--- config.mk ---
export PLATFORM = sky130hd
export DESIGN_NAME = div_unit_flat
export DESIGN_NICKNAME = d
export VERILOG_FILES = /design/src/rtl/div_unit_if.sv /design/src/rtl/div_unit.sv /design/src/flat_wrapper.sv
export SDC_FILE = /design/constraint.sdc
export NUM_CORES = 1
export LEC_CHECK = 0
export BUFFER_PORTS_ARGS = -buffer_cell sky130_fd_sc_hd__buf_2
export CORE_UTILIZATION = 54
export CTS_CLUSTER_SIZE = 30
export DETAILED_ROUTE_END_ITERATION = 7
export GPL_TIMING_DRIVEN = 0
export PLACE_DENSITY = 0.87
export SLEW_MARGIN = 20
export SYNTH_ARGS = -nofsm -noshare
export SYNTH_HDL_FRONTEND = slang
export SYNTH_SLANG_ARGS = --single-unit
--- constraint.sdc ---
create_clock -name clk_i -period 4.3 [get_ports clk_i]
set_input_delay 0.215 -clock clk_i [delete_from_list [all_inputs] [get_ports clk_i]]
set_output_delay 0.215 -clock clk_i [all_outputs]
set_load 0.005 [all_outputs]
--- src/rtl/div_unit_if.sv ---
`default_nettype none
// ============================================================================
//  Module      : div_unit_if
//  Description : Request/response bundle between the EX-stage ALU and the
//                multi-cycle divider (operands, control, hi/lo result).
//  Revision    : 1.0  initial release
// ============================================================================
interface div_unit_if;
  logic        signed_div_i;
  logic [31:0] opdata1_i;
  logic [31:0] opdata2_i;
  logic        start_i;
  logic        annul_i;
  logic [63:0] result_o;
  logic        ready_o;

  // Requester side (ALU / testbench)
  modport master (
    output signed_div_i, opdata1_i, opdata2_i, start_i, annul_i,
    input  result_o, ready_o
  );

  // Divider side
  modport slave (
    input  signed_div_i, opdata1_i, opdata2_i, start_i, annul_i,
    output result_o, ready_o
  );
endinterface
`default_nettype wire

--- src/rtl/div_unit.sv ---
`default_nettype none
// ============================================================================
//  Module      : div_unit
//  Description : 32-bit signed/unsigned restoring divider, one quotient bit
//                per clock. result_o = {remainder, quotient}, ready_o while
//                the result is held for the requester.
//  Revision    : 1.0  initial release
// ============================================================================
module div_unit (
  input  wire logic  clk_i,
  input  wire logic  rst_i,
  div_unit_if.slave  bus
);

  localparam logic [5:0] c_LAST_CNT = 6'd32;

  typedef enum logic [1:0] {
    S_IDLE    = 2'd0,
    S_DIVZERO = 2'd1,
    S_ON      = 2'd2,
    S_END     = 2'd3
  } state_t;

  state_t      r_state;
  state_t      w_state_nxt;
  logic [5:0]  r_cnt;
  logic [31:0] r_op1;
  logic [31:0] r_op2;
  logic        r_signed;
  logic [64:0] r_work;
  logic [63:0] r_result;
  logic        r_ready;

  logic        w_accept;
  logic [31:0] w_abs_dvnd;
  logic [31:0] w_abs_dvsr;
  logic [64:0] w_work_src;
  logic [33:0] w_diff;
  logic [64:0] w_step;
  logic [31:0] w_quot;
  logic [31:0] w_rem;
  logic        w_neg_q;
  logic        w_neg_r;
  logic [63:0] w_final;

  assign w_accept   = (r_state == S_IDLE) && bus.start_i && !bus.annul_i;

  // Magnitudes of the latched operands; 0x80000000 negates to itself.
  assign w_abs_dvnd = (r_signed && r_op1[31]) ? (~r_op1 + 32'd1) : r_op1;
  assign w_abs_dvsr = (r_signed && r_op2[31]) ? (~r_op2 + 32'd1) : r_op2;

  // The first step seeds the working register with the dividend magnitude,
  // so the operand latch edge does no arithmetic.
  assign w_work_src = (r_cnt == 6'd0) ? {33'd0, w_abs_dvnd} : r_work;

  // Shift the partial remainder left by one and trial-subtract the divisor.
  // The shifted remainder is below 2^33, so bit 33 of the difference is the
  // borrow.
  assign w_diff = w_work_src[64:31] - {2'b00, w_abs_dvsr};
  assign w_step = w_diff[33] ? {w_work_src[63:0], 1'b0}
                             : {w_diff[32:0], w_work_src[30:0], 1'b1};

  // Sign correction: quotient negative when signs differ, remainder follows
  // the dividend.
  assign w_quot  = r_work[31:0];
  assign w_rem   = r_work[63:32];
  assign w_neg_q = r_signed && (r_op1[31] ^ r_op2[31]);
  assign w_neg_r = r_signed && r_op1[31];
  assign w_final = {(w_neg_r ? (~w_rem + 32'd1) : w_rem),
                    (w_neg_q ? (~w_quot + 32'd1) : w_quot)};

  // State register
  always_ff @(posedge clk_i or negedge rst_i) begin
    if (!rst_i) begin
      r_state <= S_IDLE;
    end else begin
      r_state <= w_state_nxt;
    end
  end

  // Next-state logic; annul aborts every busy state
  always_comb begin
    w_state_nxt = r_state;
    case (r_state)
      S_IDLE: begin
        if (bus.start_i && !bus.annul_i) begin
          w_state_nxt = (bus.opdata2_i == 32'd0) ? S_DIVZERO : S_ON;
        end
      end
      S_DIVZERO: begin
        w_state_nxt = bus.annul_i ? S_IDLE : S_END;
      end
      S_ON: begin
        if (bus.annul_i) begin
          w_state_nxt = S_IDLE;
        end else if (r_cnt == c_LAST_CNT) begin
          w_state_nxt = S_END;
        end
      end
      S_END: begin
        if (bus.annul_i || !bus.start_i) begin
          w_state_nxt = S_IDLE;
        end
      end
      default: w_state_nxt = S_IDLE;
    endcase
  end

  // Operand latch, iteration datapath and registered outputs
  always_ff @(posedge clk_i or negedge rst_i) begin
    if (!rst_i) begin
      r_cnt    <= 6'd0;
      r_op1    <= 32'd0;
      r_op2    <= 32'd0;
      r_signed <= 1'b0;
      r_work   <= 65'd0;
      r_result <= 64'd0;
      r_ready  <= 1'b0;
    end else begin
      if (w_accept) begin
        r_op1    <= bus.opdata1_i;
        r_op2    <= bus.opdata2_i;
        r_signed <= bus.signed_div_i;
        r_work   <= 65'd0;
        r_cnt    <= 6'd0;
      end else if ((r_state == S_ON) && !bus.annul_i && (r_cnt != c_LAST_CNT)) begin
        r_work <= w_step;
        r_cnt  <= r_cnt + 6'd1;
      end

      // Ready and result track entry into / presence in END.
      r_ready <= (w_state_nxt == S_END);
      if (w_state_nxt != S_END) begin
        r_result <= 64'd0;
      end else if (r_state == S_ON) begin
        r_result <= w_final;
      end
    end
  end

  assign bus.result_o = r_result;
  assign bus.ready_o  = r_ready;

endmodule
`default_nettype wire

--- src/flat_wrapper.sv ---
// flat-port wrapper written by rule: the top's interface ports become plain ports
module div_unit_flat 
  (clk_i, rst_i, bus_signed_div_i, bus_opdata1_i, bus_opdata2_i, bus_start_i, bus_annul_i, bus_result_o, bus_ready_o);
  div_unit_if bus_i ();
  input  wire logic clk_i;
  input  wire logic rst_i;
  input wire logic [$bits(bus_i.signed_div_i)-1:0] bus_signed_div_i;
  input wire logic [$bits(bus_i.opdata1_i)-1:0] bus_opdata1_i;
  input wire logic [$bits(bus_i.opdata2_i)-1:0] bus_opdata2_i;
  input wire logic [$bits(bus_i.start_i)-1:0] bus_start_i;
  input wire logic [$bits(bus_i.annul_i)-1:0] bus_annul_i;
  output wire logic [$bits(bus_i.result_o)-1:0] bus_result_o;
  output wire logic [$bits(bus_i.ready_o)-1:0] bus_ready_o;
  assign bus_i.signed_div_i = bus_signed_div_i;
  assign bus_i.opdata1_i = bus_opdata1_i;
  assign bus_i.opdata2_i = bus_opdata2_i;
  assign bus_i.start_i = bus_start_i;
  assign bus_i.annul_i = bus_annul_i;
  assign bus_result_o = bus_i.result_o;
  assign bus_ready_o = bus_i.ready_o;
  div_unit u_core (.clk_i(clk_i), .rst_i(rst_i), .bus(bus_i));
endmodule
==> load_flow_metrics.sql <==
INSERT INTO impl_metrics (metric_group, metric, value, unit) VALUES
('global_routing', 'wire_length_of_the_first_global_routing_pass', '63.3', 'mm'),
('run_status', 'outcome', 'finished with violations', ''),
('power', 'p_total', '6.86', 'mW'),
('yosys', 'synth_nets', '1658', ''),
('clocking', 'cts.sinks', '203', ''),
('layout', 'area.growth.synth_to_final', '26.6', '%'),
('sta', 'worst_slew_pin_slew', '1.04', 'ns'),
('sta', 'fin_crit_sh', '108', '%'),
('yosys', 'yosysTopAreaCellShare', '39.7', '%'),
('clocking', 'cts.path.max_buffers', '3', ''),
('placement', 'numPortBuffers', '133', ''),
('sta', 'finalHoldWorstSlack', '0.146', 'ns'),
('global_routing', 'grtUsageMet1', '46.3', '%'),
('global_routing', 'globalRouteMet2Util', '51.3', '%'),
('global_routing', 'grt-busiest-layer', 'met2', ''),
('clocking', 'htree_num_levels', '1', ''),
('clocking', 'tritoncts', 'done', ''),
('yosys', 'yosysSeqAreaShare', '39.7', '%'),
('run_status', 'violations', 'negative setup slack', ''),
('sta', 'timing.final.setup_violations', '34', ''),
('yosys', 'netlist_instances', '1550', ''),
('sta', 'final_period_minus_worst_setup_slack', '4.63', 'ns'),
('yosys', 'ys_top_cells_by_area', 'sky130_fd_sc_hd__dfrtp_1 (40%), sky130_fd_sc_hd__nand2_1 (9.6%), sky130_fd_sc_hd__o21ai_0 (6.1%)', ''),
('layout', 'post_layout_nonfiller_instances', '2162', ''),
('yosys', 'synth_enable_flop_cells', '0', ''),
('setup_path', 'cp_max_fo', '5', ''),
('sta', 'rsz_0062_raised_after_global_routing', 'true', ''),
('yosys', 'syn-cell-area', '12800', 'sq um'),
('setup_path', 'cp_data_required_time', '4.74', 'ns'),
('drt', 'detail_route.iter0.violations', '1426', ''),
('yosys', 'synth-seq-cells', '203', ''),
('yosys', 'synthMostInstantiatedCell', 'sky130_fd_sc_hd__nand2_1', ''),
('placement', 'place.gp.congestion', '0.941', ''),
('yosys', 'synth_cell_type_count', '68', ''),
('yosys', 'postSynth.topFlopCell', 'sky130_fd_sc_hd__dfrtp_1', ''),
('setup_path', 'crit_path_end_kind', 'flop', ''),
('run', 'timing.max_cap.violations', '0', ''),
('die', 'dieWidth', '156', 'um'),
('die', 'dieHeight', '156', 'um'),
('power', 'power_leakage', '7.51', 'nW'),
('yosys', 'yosys_warnings', '0', ''),
('global_routing', 'gr_util_all_layers', '32.7', '%'),
('die', 'design.die.area', '24300', 'sq um'),
('global_routing', 'globalRouteOverflowTotal', '0', ''),
('setup_path', 'crit_type', 'reg -> reg', ''),
('clocking', 'clkSlewWorstSetupHoldPaths', '0.06', 'ns'),
('sta', 'post-route-worst-setup-slack', '-0.332', 'ns'),
('yosys', 'netlist_top_cells_count', 'sky130_fd_sc_hd__nand2_1 (326), sky130_fd_sc_hd__dfrtp_1 (203), sky130_fd_sc_hd__o21ai_0 (156), sky130_fd_sc_hd__a21oi_1 (107), sky130_fd_sc_hd__nor2_1 (100)', ''),
('die', 'ios', '134', ''),
('setup_path', 'crit_arrival', '5.08', 'ns'),
('power', 'power_density', '424', 'nW/um^2'),
('sta', 'clock_skew', '0.0125', 'ns'),
('drt', 'drt.antenna.violating_nets', '0', ''),
('die', 'rows', '55', ''),
('min_path', 'hold_class', 'in -> async', ''),
('yosys', 'synth_async_sr_flop_share', '100', '%'),
('drt', 'number_of_vias_per_cell_after_detailed_routing', '6.03', ''),
('clocking', 'clock_latency', '0.52', 'ns'),
('placement', 'dp_hpwl', '27.5', 'mm'),
('global_routing', 'first_global_vias', '12000', ''),
('die', 'placeableCoreArea', '22900', 'sq um'),
('sta', 'final_max_slew_viol_count', '0', ''),
('setup_path', 'launching_element_type_of_the_critical_path', 'flop', ''),
('layout', 'postLayoutCoreUtil', '70.7', '%'),
('layout', 'drive_gt1_share', '16.8', '%'),
('global_routing', 'antenna_found_initial', '0', ''),
('drt', 'detail_route.drc_violations', '0', ''),
('clocking', 'cts_made_buffers', '22', ''),
('drt', 'routed_wire_length', '40.4', 'mm'),
('global_routing', 'maximum_number_of_pins_on_one_net_before_global_route_repair', '98', ''),
('clocking', 'clk_root_buffer_cell', 'sky130_fd_sc_hd__clkbuf_16', '');
final timing paths:
| kind | start | slack (ns) | end | cells past startpoint |
|---|---|---|---|---|
| worst max-delay path | u_core.r_op2[3]$_DFFE_PN0P_ | -0.33 | u_core.r_work[35]$_DFFE_PN0P_ | 17 |
| worst min-delay path | rst_i | 0.15 | u_core.r_op2[17]$_DFFE_PN0P_ | 2 |
| worst max register to register | u_core.r_op2[3]$_DFFE_PN0P_ | -0.33 | u_core.r_work[35]$_DFFE_PN0P_ | 17 |
| worst min register to register | u_core.bus.result_o[28]$_DFFE_PN0P_ | 0.47 | u_core.bus.result_o[28]$_DFFE_PN0P_ | 2 |
| max in group asynchronous | rst_i | 3.39 | u_core.r_work[14]$_DFFE_PN0P_ | 3 |
| min in group clk_i | bus_annul_i | 0.22 | u_core.bus.ready_o$_DFF_PN0_ | 3 |
timing repair:
| action | in CTS | in global routing |
|---|---|---|
| endpoints found under the hold margin | 268 | 0 |
| setup buffers | 33 | 24 |
| pin swaps | 40 | 33 |
| endpoints found under the setup margin | 34 | 34 |
| hold buffers | 66 | 0 |
| gates cloned | 1 | 2 |
| gates resized for setup | 50 | 32 |
where the power goes:
group	switching (mW)	leakage, nW	internal (mW)
registers	0.340	2.72	2.12
logic	1.51	4.45	1.02
clock network	0.778	0.354	1.09
cells by family (layout without fill, tap and decap cells):
| group | count (synthesis) | in the layout | share of synthesized area (%) |
|---|---|---|---|
| flops | 203 | 203 | 39.7 |
| buf+inv | 109 | 407 | 3.39 |
| simple gates | 652 | 652 | 23.6 |
| compound gates | 397 | 397 | 19.2 |
| xor+xnor | 146 | 146 | 9.99 |
| other cells | 0 | 1 | 0 |
| mux | 4 | 4 | 0.313 |
| fa+ha+maj | 39 | 39 | 3.87 |
final cells by class:
cell class | instances | area [sq um]
multi-input combinational | 1238 | 7630
fill | 1695 | 6720
sequential | 203 | 5080
timing repair buffer | 261 | 1910
clock buffer | 31 | 634
tap | 313 | 392
buffer | 87 | 383
clock inverter | 7 | 78.8
inverter | 21 | 78.8
antenna | 1 | 2.50
cells in the final DEF (no fill, tap or decap), types with 23 or more instances in the layout:
master,synthesis,layout
sky130_fd_sc_hd__a221o_1,28,28
sky130_fd_sc_hd__nor3_1,34,29
sky130_fd_sc_hd__ha_1,38,33
sky130_fd_sc_hd__buf_4,2,54
sky130_fd_sc_hd__and2_1,36,36
sky130_fd_sc_hd__nand2_1,326,324
sky130_fd_sc_hd__nand3_1,35,35
sky130_fd_sc_hd__xor2_1,75,73
sky130_fd_sc_hd__xnor2_1,71,71
sky130_fd_sc_hd__clkbuf_16,0,23
sky130_fd_sc_hd__dlygate4sd3_1,0,66
sky130_fd_sc_hd__a21oi_1,107,104
sky130_fd_sc_hd__nor2_1,100,99
sky130_fd_sc_hd__dfrtp_1,203,202
sky130_fd_sc_hd__buf_2,2,134
sky130_fd_sc_hd__clkbuf_1,78,74
sky130_fd_sc_hd__o21ai_0,156,145
per-layer routing:
layer  up-vias  wire length [um]
met2       763             18400
met3        94              3930
met4         0              1110
li1       6001                 -
met5         -                 0
met1      6169             17000
per-stage QoR:
stage	instance area, sq um	setup TNS [ns]
after floorplan	12900	-0.338
after global placement	13900	-61.70
after detailed placement	14000	-26.30
after CTS	15800	-2.43
after global routing	16200	-13.45
final	16200	-9.67
critical path, stage by stage (launching register included):
cell and delay [ns]:
sky130_fd_sc_hd__dfrtp_1 0.42, sky130_fd_sc_hd__nor3_4 0.21, sky130_fd_sc_hd__nand2b_1 0.12, sky130_fd_sc_hd__nor4_2 0.31, sky130_fd_sc_hd__nand2_1 0.15, sky130_fd_sc_hd__or3_4 0.39, sky130_fd_sc_hd__o31ai_4 0.22, sky130_fd_sc_hd__xor2_2 0.12
sky130_fd_sc_hd__ha_1 0.32, sky130_fd_sc_hd__nand4_1 0.20, sky130_fd_sc_hd__or3_4 0.38, sky130_fd_sc_hd__or4_4 0.51, sky130_fd_sc_hd__buf_4 0.17, sky130_fd_sc_hd__a21boi_4 0.16, sky130_fd_sc_hd__o21ai_4 0.09, sky130_fd_sc_hd__buf_4 0.19
sky130_fd_sc_hd__nor4_1 0.39, sky130_fd_sc_hd__a221o_1 0.19
registers in the layout, summed over array words and instances, names as in the netlist:
name and cells:
u_core.r_cnt 6, u_core.bus.result_o 64, u_core.r_work 65, u_core.r_state 2
u_core.r_op2 32, u_core.bus.ready_o 1, u_core.r_op1 32, u_core.r_signed 1
Note: power is estimated with default switching activity, not from simulation.
